<file path="src/rtl/pcie_pkg.sv">
// Shared PCIe definitions: RC descriptor field positions, parser state encoding,
// completion status codes and the DWord keep helper.
package pcie_pkg;

    localparam int RC_DESC_W    = 96;
    localparam int RC_LADDR_LSB = 0;
    localparam int RC_ERRC_LSB  = 12;
    localparam int RC_BCNT_LSB  = 16;
    localparam int RC_DONE_BIT  = 30;
    localparam int RC_DWCNT_LSB = 32;
    localparam int RC_STAT_LSB  = 43;
    localparam int RC_POIS_BIT  = 46;
    localparam int RC_TAG_LSB   = 64;

    localparam logic [2:0] CPL_SC = 3'd0;
    localparam logic [2:0] CPL_UR = 3'd1;
    localparam logic [2:0] CPL_CA = 3'd4;

    typedef enum logic [1:0] {
        ST_IDLE  = 2'd0,
        ST_BODY  = 2'd1,
        ST_FLUSH = 2'd2
    } rc_state_e;

    typedef struct packed {
        logic [7:0]  tag;
        logic [11:0] lower_addr;
        logic [12:0] byte_count;
        logic [10:0] dword_count;
        logic        done;
        logic [2:0]  status;
    } rc_desc_t;

    // Keep mask for n valid DWords, saturating at a full 8-DW beat.
    function automatic logic [7:0] dw_keep(input logic [10:0] n);
        logic [7:0] k;
        if (n >= 11'd8) k = 8'hFF;
        else            k = (8'd1 << n[2:0]) - 8'd1;
        return k;
    endfunction

endpackage

</file>
<file path="src/rtl/rc_parser_if.sv">
// Bundle of the RC input stream from the PCIe IP and the completion output
// stream; slave is the parser's view, master the surrounding logic's view.
interface rc_parser_if #(
    parameter int DATA_WIDTH = 256
);
    logic [DATA_WIDTH-1:0] m_axis_rc_tdata;
    logic                  m_axis_rc_tvalid;
    logic [7:0]            m_axis_rc_tkeep;
    logic                  m_axis_rc_tlast;
    logic [74:0]           m_axis_rc_tuser;
    logic [21:0]           m_axis_rc_tready;

    logic                  cpl_valid;
    logic                  cpl_ready;
    logic [DATA_WIDTH-1:0] cpl_data;
    logic [7:0]            cpl_keep;
    logic                  cpl_sop;
    logic                  cpl_last;
    logic [7:0]            cpl_tag;
    logic [11:0]           cpl_lower_addr;
    logic [12:0]           cpl_byte_count;
    logic [10:0]           cpl_dword_count;
    logic                  cpl_done;
    logic [2:0]            cpl_status;
    logic                  cpl_err;

    modport slave (
        input  m_axis_rc_tdata, m_axis_rc_tvalid, m_axis_rc_tkeep, m_axis_rc_tlast, m_axis_rc_tuser,
        output m_axis_rc_tready,
        output cpl_valid, cpl_data, cpl_keep, cpl_sop, cpl_last, cpl_tag, cpl_lower_addr,
        output cpl_byte_count, cpl_dword_count, cpl_done, cpl_status, cpl_err,
        input  cpl_ready
    );

    modport master (
        output m_axis_rc_tdata, m_axis_rc_tvalid, m_axis_rc_tkeep, m_axis_rc_tlast, m_axis_rc_tuser,
        input  m_axis_rc_tready,
        input  cpl_valid, cpl_data, cpl_keep, cpl_sop, cpl_last, cpl_tag, cpl_lower_addr,
        input  cpl_byte_count, cpl_dword_count, cpl_done, cpl_status, cpl_err,
        output cpl_ready
    );
endinterface

</file>
<file path="src/rtl/rc_desc_decode.sv">
// Combinational slicer for the 96-bit RC completion descriptor.
module rc_desc_decode
    import pcie_pkg::*;
(
    input  logic [RC_DESC_W-1:0] desc,
    output rc_desc_t             fields,
    output logic                 err
);
    logic unused_desc;

    always_comb begin
        fields.tag         = desc[RC_TAG_LSB +: 8];
        fields.lower_addr  = desc[RC_LADDR_LSB +: 12];
        fields.byte_count  = desc[RC_BCNT_LSB +: 13];
        fields.dword_count = desc[RC_DWCNT_LSB +: 11];
        fields.done        = desc[RC_DONE_BIT];
        fields.status      = desc[RC_STAT_LSB +: 3];
        err = (desc[RC_STAT_LSB +: 3] != CPL_SC) || desc[RC_POIS_BIT] ||
              (desc[RC_ERRC_LSB +: 4] != 4'd0);
    end

    assign unused_desc = ^{desc[95:72], desc[63:47], desc[31], desc[29]};

endmodule

</file>
<file path="src/rtl/rc_parser.sv">
// RC completion parser: decodes the descriptor on SOP and re-aligns payload so
// DW0 of each completion sits at cpl_data[31:0], behind one output register.
module rc_parser
    import pcie_pkg::*;
#(
    parameter int DATA_WIDTH = 256
) (
    input  logic       clk,
    input  logic       rst,
    rc_parser_if.slave bus
);
    localparam int RESID_W = DATA_WIDTH - RC_DESC_W;

    rc_state_e             state_q, state_d;
    logic [RESID_W-1:0]    resid_q, resid_d;
    logic [10:0]           rem_dw_q, rem_dw_d;
    rc_desc_t              hdr_q, hdr_d;
    logic                  stat_err_q, stat_err_d;
    logic                  len_err_q, len_err_d;
    logic                  drop_q, drop_d;
    logic                  sop_pend_q, sop_pend_d;
    logic                  out_valid_q, out_valid_d;
    logic [DATA_WIDTH-1:0] out_data_q, out_data_d;
    logic [7:0]            out_keep_q, out_keep_d;
    logic                  out_sop_q, out_sop_d;
    logic                  out_last_q, out_last_d;
    logic                  out_err_q, out_err_d;

    rc_desc_t desc_f;
    logic     desc_err;
    logic     slot_free, in_ready, accept, tlast;
    logic     unused_sideband;

    rc_desc_decode u_decode (
        .desc   (bus.m_axis_rc_tdata[RC_DESC_W-1:0]),
        .fields (desc_f),
        .err    (desc_err)
    );

    assign slot_free = !out_valid_q || bus.cpl_ready;
    assign in_ready  = !rst && (state_q != ST_FLUSH) && slot_free;
    assign accept    = bus.m_axis_rc_tvalid && in_ready;
    assign tlast     = bus.m_axis_rc_tlast;
    assign unused_sideband = ^{bus.m_axis_rc_tkeep, bus.m_axis_rc_tuser};

    always_ff @(posedge clk or posedge rst) begin
        if (rst) begin
            state_q     <= ST_IDLE;
            resid_q     <= '0;
            rem_dw_q    <= '0;
            hdr_q       <= '0;
            stat_err_q  <= 1'b0;
            len_err_q   <= 1'b0;
            drop_q      <= 1'b0;
            sop_pend_q  <= 1'b0;
            out_valid_q <= 1'b0;
            out_data_q  <= '0;
            out_keep_q  <= '0;
            out_sop_q   <= 1'b0;
            out_last_q  <= 1'b0;
            out_err_q   <= 1'b0;
        end else begin
            state_q     <= state_d;
            resid_q     <= resid_d;
            rem_dw_q    <= rem_dw_d;
            hdr_q       <= hdr_d;
            stat_err_q  <= stat_err_d;
            len_err_q   <= len_err_d;
            drop_q      <= drop_d;
            sop_pend_q  <= sop_pend_d;
            out_valid_q <= out_valid_d;
            out_data_q  <= out_data_d;
            out_keep_q  <= out_keep_d;
            out_sop_q   <= out_sop_d;
            out_last_q  <= out_last_d;
            out_err_q   <= out_err_d;
        end
    end

    always_comb begin
        state_d = state_q;
        case (state_q)
            ST_IDLE: begin
                if (accept && !drop_q && (desc_f.dword_count > 11'd5))
                    state_d = tlast ? ST_FLUSH : ST_BODY;
            end
            ST_BODY: begin
                if (accept) begin
                    if (rem_dw_q <= 11'd8) state_d = ST_IDLE;
                    else if (tlast)        state_d = ST_FLUSH;
                end
            end
            ST_FLUSH: if (slot_free) state_d = ST_IDLE;
            default:  state_d = ST_IDLE;
        endcase
    end

    always_comb begin
        resid_d     = resid_q;
        rem_dw_d    = rem_dw_q;
        hdr_d       = hdr_q;
        stat_err_d  = stat_err_q;
        len_err_d   = len_err_q;
        drop_d      = drop_q;
        sop_pend_d  = sop_pend_q;
        out_valid_d = out_valid_q && !bus.cpl_ready;
        out_data_d  = out_data_q;
        out_keep_d  = out_keep_q;
        out_sop_d   = out_sop_q;
        out_last_d  = out_last_q;
        out_err_d   = out_err_q;
        case (state_q)
            ST_IDLE: begin
                if (accept && drop_q) begin
                    drop_d = !tlast;
                end else if (accept) begin
                    hdr_d      = desc_f;
                    stat_err_d = desc_err;
                    rem_dw_d   = desc_f.dword_count;
                    len_err_d  = 1'b0;
                    if (desc_f.dword_count <= 11'd5) begin
                        out_valid_d = 1'b1;
                        out_data_d  = {{RC_DESC_W{1'b0}}, bus.m_axis_rc_tdata[DATA_WIDTH-1:RC_DESC_W]};
                        out_keep_d  = dw_keep(desc_f.dword_count);
                        out_sop_d   = 1'b1;
                        out_last_d  = 1'b1;
                        out_err_d   = desc_err || !tlast;
                        drop_d      = !tlast;
                        sop_pend_d  = 1'b0;
                    end else begin
                        // SOP holds only 5 payload DWs: park them and emit nothing yet.
                        resid_d    = bus.m_axis_rc_tdata[DATA_WIDTH-1:RC_DESC_W];
                        sop_pend_d = 1'b1;
                        len_err_d  = tlast;
                    end
                end
            end
            ST_BODY: begin
                if (accept) begin
                    out_valid_d = 1'b1;
                    out_data_d  = {bus.m_axis_rc_tdata[RC_DESC_W-1:0], resid_q};
                    out_keep_d  = dw_keep(rem_dw_q);
                    out_sop_d   = sop_pend_q;
                    sop_pend_d  = 1'b0;
                    resid_d     = bus.m_axis_rc_tdata[DATA_WIDTH-1:RC_DESC_W];
                    rem_dw_d    = (rem_dw_q >= 11'd8) ? (rem_dw_q - 11'd8) : 11'd0;
                    if (rem_dw_q <= 11'd8) begin
                        out_last_d = 1'b1;
                        out_err_d  = stat_err_q || !tlast;
                        drop_d     = !tlast;
                    end else begin
                        out_last_d = 1'b0;
                        len_err_d  = tlast && ((rem_dw_q - 11'd8) > 11'd5);
                        out_err_d  = stat_err_q || (tlast && ((rem_dw_q - 11'd8) > 11'd5));
                    end
                end
            end
            ST_FLUSH: begin
                if (slot_free) begin
                    out_valid_d = 1'b1;
                    out_data_d  = {{RC_DESC_W{1'b0}}, resid_q};
                    out_keep_d  = dw_keep((rem_dw_q > 11'd5) ? 11'd5 : rem_dw_q);
                    out_sop_d   = sop_pend_q;
                    sop_pend_d  = 1'b0;
                    out_last_d  = 1'b1;
                    out_err_d   = stat_err_q || len_err_q;
                    rem_dw_d    = 11'd0;
                end
            end
            default: ;
        endcase
    end

    assign bus.m_axis_rc_tready = {22{in_ready}};
    assign bus.cpl_valid        = out_valid_q;
    assign bus.cpl_data         = out_data_q;
    assign bus.cpl_keep         = out_keep_q;
    assign bus.cpl_sop          = out_sop_q;
    assign bus.cpl_last         = out_last_q;
    assign bus.cpl_err          = out_err_q;
    assign bus.cpl_tag          = hdr_q.tag;
    assign bus.cpl_lower_addr   = hdr_q.lower_addr;
    assign bus.cpl_byte_count   = hdr_q.byte_count;
    assign bus.cpl_dword_count  = hdr_q.dword_count;
    assign bus.cpl_done         = hdr_q.done;
    assign bus.cpl_status       = hdr_q.status;

endmodule

</file>
<file path="src/flat_wrapper.sv">
// flat-port wrapper written by rule: the top's interface ports become plain ports
module rc_parser_flat import pcie_pkg::*;
#(
    parameter int DATA_WIDTH = 256
)
  (clk, rst, bus_m_axis_rc_tdata, bus_m_axis_rc_tvalid, bus_m_axis_rc_tkeep, bus_m_axis_rc_tlast, bus_m_axis_rc_tuser, bus_m_axis_rc_tready, bus_cpl_valid, bus_cpl_data, bus_cpl_keep, bus_cpl_sop, bus_cpl_last, bus_cpl_tag, bus_cpl_lower_addr, bus_cpl_byte_count, bus_cpl_dword_count, bus_cpl_done, bus_cpl_status, bus_cpl_err, bus_cpl_ready);
  rc_parser_if #(.DATA_WIDTH(DATA_WIDTH)) bus_i ();
  input  logic clk;
  input  logic rst;
  input wire logic [$bits(bus_i.m_axis_rc_tdata)-1:0] bus_m_axis_rc_tdata;
  input wire logic [$bits(bus_i.m_axis_rc_tvalid)-1:0] bus_m_axis_rc_tvalid;
  input wire logic [$bits(bus_i.m_axis_rc_tkeep)-1:0] bus_m_axis_rc_tkeep;
  input wire logic [$bits(bus_i.m_axis_rc_tlast)-1:0] bus_m_axis_rc_tlast;
  input wire logic [$bits(bus_i.m_axis_rc_tuser)-1:0] bus_m_axis_rc_tuser;
  output wire logic [$bits(bus_i.m_axis_rc_tready)-1:0] bus_m_axis_rc_tready;
  output wire logic [$bits(bus_i.cpl_valid)-1:0] bus_cpl_valid;
  output wire logic [$bits(bus_i.cpl_data)-1:0] bus_cpl_data;
  output wire logic [$bits(bus_i.cpl_keep)-1:0] bus_cpl_keep;
  output wire logic [$bits(bus_i.cpl_sop)-1:0] bus_cpl_sop;
  output wire logic [$bits(bus_i.cpl_last)-1:0] bus_cpl_last;
  output wire logic [$bits(bus_i.cpl_tag)-1:0] bus_cpl_tag;
  output wire logic [$bits(bus_i.cpl_lower_addr)-1:0] bus_cpl_lower_addr;
  output wire logic [$bits(bus_i.cpl_byte_count)-1:0] bus_cpl_byte_count;
  output wire logic [$bits(bus_i.cpl_dword_count)-1:0] bus_cpl_dword_count;
  output wire logic [$bits(bus_i.cpl_done)-1:0] bus_cpl_done;
  output wire logic [$bits(bus_i.cpl_status)-1:0] bus_cpl_status;
  output wire logic [$bits(bus_i.cpl_err)-1:0] bus_cpl_err;
  input wire logic [$bits(bus_i.cpl_ready)-1:0] bus_cpl_ready;
  assign bus_i.m_axis_rc_tdata = bus_m_axis_rc_tdata;
  assign bus_i.m_axis_rc_tvalid = bus_m_axis_rc_tvalid;
  assign bus_i.m_axis_rc_tkeep = bus_m_axis_rc_tkeep;
  assign bus_i.m_axis_rc_tlast = bus_m_axis_rc_tlast;
  assign bus_i.m_axis_rc_tuser = bus_m_axis_rc_tuser;
  assign bus_m_axis_rc_tready = bus_i.m_axis_rc_tready;
  assign bus_cpl_valid = bus_i.cpl_valid;
  assign bus_cpl_data = bus_i.cpl_data;
  assign bus_cpl_keep = bus_i.cpl_keep;
  assign bus_cpl_sop = bus_i.cpl_sop;
  assign bus_cpl_last = bus_i.cpl_last;
  assign bus_cpl_tag = bus_i.cpl_tag;
  assign bus_cpl_lower_addr = bus_i.cpl_lower_addr;
  assign bus_cpl_byte_count = bus_i.cpl_byte_count;
  assign bus_cpl_dword_count = bus_i.cpl_dword_count;
  assign bus_cpl_done = bus_i.cpl_done;
  assign bus_cpl_status = bus_i.cpl_status;
  assign bus_cpl_err = bus_i.cpl_err;
  assign bus_i.cpl_ready = bus_cpl_ready;
  rc_parser #(.DATA_WIDTH(DATA_WIDTH)) u_core (.clk(clk), .rst(rst), .bus(bus_i));
endmodule
</file>
<file path="config.mk">
export PLATFORM = sky130hd
export DESIGN_NAME = rc_parser_flat
export DESIGN_NICKNAME = d
export VERILOG_FILES = /design/src/rtl/pcie_pkg.sv /design/src/rtl/rc_parser_if.sv /design/src/rtl/rc_desc_decode.sv /design/src/rtl/rc_parser.sv /design/src/flat_wrapper.sv
export SDC_FILE = /design/constraint.sdc
export NUM_CORES = 1
export LEC_CHECK = 0
export ABC_AREA = 1
export CAP_MARGIN = 10
export CORE_AREA = 2 2 262 264
export DETAILED_ROUTE_END_ITERATION = 12
export DIE_AREA = 0 0 264 266
export PLACE_DENSITY = 0.66
export RECOVER_POWER = 50
export SETUP_SLACK_MARGIN = 0.5
export SLEW_MARGIN = 20
export SYNTH_ARGS = -nofsm -noshare
export SYNTH_HDL_FRONTEND = slang
export SYNTH_SLANG_ARGS = --single-unit
</file>
<file path="constraint.sdc">
create_clock -name clk -period 23.9 [get_ports clk]
set_input_delay 5.975 -clock clk [delete_from_list [all_inputs] [get_ports clk]]
set_output_delay 5.975 -clock clk [all_outputs]
set_load 0.01 [all_outputs]
</file>
==> results.py <==
metrics = {
    "synth": {
        "synth_compound_area_frac": 0.172,
        "synth_seq_cells": 493,
        "synth_area_leaders": "dfrtp_1, nand2_1, o31ai_2",
        "synthAdderAreaFrac": 0.00499,
        "synth_nets": 2943,
        "yosysWarnings": 0,
        "async_flop_share": 1.00,
        "synth_top_family_by_area": "simple AND/OR/NAND/NOR gates",
        "syn_area_mm2": 0.0226,
        "synth-xor-area-share": 0.000776,
        "syn_inst": 2590,
        "synth_mux_area_frac": 0,
        "yosysMostFrequentCell": "nand2_1",
        "ys_types": 40,
        "synthTopCellsByCount": "nand2_1, dfrtp_1, inv_1",
        "synth_top_cell_by_area": "dfrtp_1",
        "synth-simple-area-share": 0.189,
        "synth_edf_count": 0,
        "avgSynthCellArea_um2": 8.72,
        "seq_area_frac_synth": 0.547,
        "synth_top_area_frac": 0.547,
        "synth-main-ff-cell": "dfrtp_1",
    },
    "global_routing": {
        "grt_pass1_wl_um": 106000,
        "grt-ovfl-total": 0,
        "first_global_vias": 18157,
        "grt_max_degree": 191,
        "antenna_found_initial": 12,
        "grt.total_usage": 0.188,
    },
    "sta": {
        "finalCritPeriodShare": 0.671,
        "relSlewSlack": -1.51,
        "finalHoldViolCount": 0,
        "finalCriticalPeriod_ns": 16.04,
        "maxSlewViolCount": 349,
        "setup-violations-final": 0,
        "finalWorstSetupSlack_ns": 7.86,
        "fmax_ghz": 0.0624,
        "finClkSkew_ns": 0.0219,
        "tightest_slew_ns": 3.77,
        "fin_setup_tns_ns": 0,
        "grt_setup_unrepaired": "false",
    },
    "run_status": {
        "status": "finished with violations",
        "violations": "capacitance limit, slew limit",
    },
    "clock_tree": {
        "cts_setup_buffers": 0,
        "cts.htree.levels": 2,
        "cts_root_buffer": "clkbuf_16",
        "clockBufferDepth": 3,
        "clk_latency_ns": 0.60,
        "cts_repair_resize_count": 0,
        "hold_buffers": 0,
        "clkTransAtPathRegs_ns": 0.06,
        "cts_buffers": 52,
        "cts.sinks": 493,
        "cts_tree": "built",
    },
    "critical_path": {
        "worstSetupPathDepth": 5,
        "crit_type": "input pin to output port",
        "critPathArrivalTime_ns": 10.06,
        "slowest_stage": "clkinvlp_2",
        "cp_data_required_time_ns": 17.93,
        "cp_slowest_stage_delay_ns": 1.84,
        "rr_worst_depth": 13,
        "crit_family": "buffers and inverters",
        "crit_path_end_kind": "output port",
        "cp_max_fo": 52,
        "path_cells": "dlygate4sd3_1 -> clkinvlp_2 -> nand3_4 -> inv_1 -> clkdlybuf4s50_1",
        "cp_num_buf_inv": 4,
        "cp-start-kind": "input pin",
    },
    "job": {
        "maxCapViolations": 7,
    },
    "floorplan": {
        "coreArea_mm2": 0.0677,
        "fp.dieH_um": 266,
        "die-area_mm2": 0.0702,
        "num_io_pins": 682,
        "die_w_um": 264,
        "start_util": 0.333,
        "fp-row-count": 96,
    },
    "finish": {
        "area_delta_synth_final_pct": 34.6,
        "fill_cells": 6644,
        "multi_input_area_mm2": 0.00831,
        "drive_gt1_frac": 0.0741,
        "final_nets": 3421,
        "regArea_mm2": 0.0123,
    },
    "drt": {
        "first_pass_iters": 5,
        "vias": 18857,
        "drc_errors": 0,
        "highest_layer": "met5",
        "wl_per_cell_um": 17.0,
        "drt-total-wl_um": 67700,
        "ant_nets": 0,
        "met3WireLength_um": 5390,
        "vias_per_cell": 4.73,
        "drt_iter0_drc": 1460,
        "met1_length_um": 27900,
        "dr_wl_met2_um": 32400,
    },
    "power_and_ir_drop": {
        "leakage_nw": 14.7,
        "switching_power_mw": 1.76,
        "combinationalPowerShare": 0.477,
        "swShare": 0.419,
        "ir_drop_v": 0.000103,
        "power.total_mw": 4.21,
        "clkPwrFrac": 0.189,
        "power.density_mw_per_mm2": 138,
        "seq_power_share": 0.334,
        "p_int_mw": 2.44,
    },
    "min_path": {
        "min_path_type": "flip-flop to flip-flop",
        "whs_path_depth": 2,
    },
    "placement": {
        "hpwlAfterDp_um": 45300,
        "io_buffer_count": 598,
        "place_ws_ns": 10.00,
        "gp_congestion": 0.838,
    },
}
[power groups by stage]
| stage | Clock (mW) | Sequential, mW | Combinational [mW] |
|---|---|---|---|
| floorplan | 0 | 1.51 | 1.20 |
| global placement | 0 | 1.41 | 2.10 |
| detailed placement | 0 | 1.42 | 2.13 |
| CTS | 0.821 | 1.42 | 2.13 |
| global route | 0.851 | 1.45 | 2.22 |
| finish | 0.793 | 1.41 | 2.01 |
[flip-flops by register name, summed over array words and instances, names as in the netlist]
signal and count:
u_core.bus.cpl_lower_addr 12, u_core.bus.cpl_done 1, u_core.sop_pend_q 1, u_core.bus.cpl_dword_count 11, u_core.rem_dw_q 11, u_core.bus.cpl_err 1
u_core.bus.cpl_keep 8, u_core.bus.cpl_data 256, u_core.bus.cpl_last 1, u_core.bus.cpl_byte_count 13, u_core.stat_err_q 1, u_core.drop_q 1
u_core.bus.cpl_status 3, u_core.bus.cpl_valid 1, u_core.state_q 2, u_core.len_err_q 1, u_core.bus.cpl_tag 8, u_core.bus.cpl_sop 1
u_core.resid_q 160
[path summary, 6_finish.rpt]
check,startpoint,end,slack (ns)
setup / recovery,rst,bus_m_axis_rc_tready[8],7.86
hold / removal,u_core.bus.cpl_tag[5],u_core.bus.cpl_tag[5],0.47
setup reg to reg,u_core.state_q[0],u_core.bus.cpl_data[106],18.74
hold reg to reg,u_core.bus.cpl_tag[5],u_core.bus.cpl_tag[5],0.47
max in group asynchronous,rst,u_core.bus.cpl_data[12],12.06
min in group asynchronous,rst,u_core.bus.cpl_data[9],6.52
[worst register-to-register path: cells and delay by family (launching register included)]
| kind | cells | cell delay, ns |
|---|---|---|
| buffers and inverters | 4 | 1.41 |
| flip-flops | 1 | 0.40 |
| AND/OR/NAND/NOR | 8 | 2.85 |
| adder cells (fa/ha/maj) | 1 | 0.42 |
[layout by cell type (no fill, tap or decap), drive strengths merged]
cell type | synthesis | routed
nor2 | 167 | 167
nor4 | 1 | 1
o211ai | 3 | 3
or2 | 4 | 4
nand4 | 6 | 6
a21boi | 2 | 2
nand3 | 86 | 86
a21oi | 114 | 114
inv | 221 | 222
o32a | 1 | 1
dlygate4sd3 | 0 | 317
dfrtp | 493 | 493
xnor2 | 1 | 1
nand3b | 1 | 1
clkdlybuf4s50 | 0 | 281
nor3 | 3 | 3
buf | 119 | 16
o31ai | 125 | 125
diode | 0 | 3
clkinvlp | 0 | 3
clkbuf | 76 | 84
o21ai | 327 | 327
a2bb2oi | 2 | 2
nand2 | 816 | 816
clkinv | 1 | 5
xor2 | 1 | 1
a31oi | 10 | 10
a211oi | 1 | 1
ha | 9 | 9
bufinv | 0 | 3
[layer usage]
metal  up-vias  global-route usage
li1       9301                   -
met1      8898               0.234
met2       521               0.313
met3       119              0.0588
met4        18              0.0574
met5         -                   0
[cell type report]
class | instances | share of cell area
clock inverter | 11 | 0.00507
inverter | 222 | 0.0276
timing repair buffer | 619 | 0.202
sequential | 493 | 0.406
clock buffer | 79 | 0.0485
antenna | 3 | 0.000247
tap | 882 | 0.0363
multi-input combinational | 1680 | 0.274
[kinds of logic (layout without fill, tap and decap cells)]
kind of cell | after synthesis | after routing
compound gates | 585 | 585
xor+xnor | 2 | 2
fa+ha+maj | 9 | 9
buf+inv | 417 | 931
flops | 493 | 493
other cells | 0 | 3
simple gates | 1084 | 1084
[through the flow]
step / util / hold slack (ns) / cells / cell area (µm²)
floorplan: - / 0.443 / 2590 / 22600
global placement: 0.425 / 0.453 / 3896 / 28800
detailed placement: 0.425 / 0.458 / 3896 / 28800
CTS: 0.449 / 0.472 / 3986 / 30400
global route: 0.448 / 0.494 / 3988 / 30400
finish: 0.448 / 0.465 / 3989 / 30400
No activity file was read; power rests on OpenSTA's default activity.
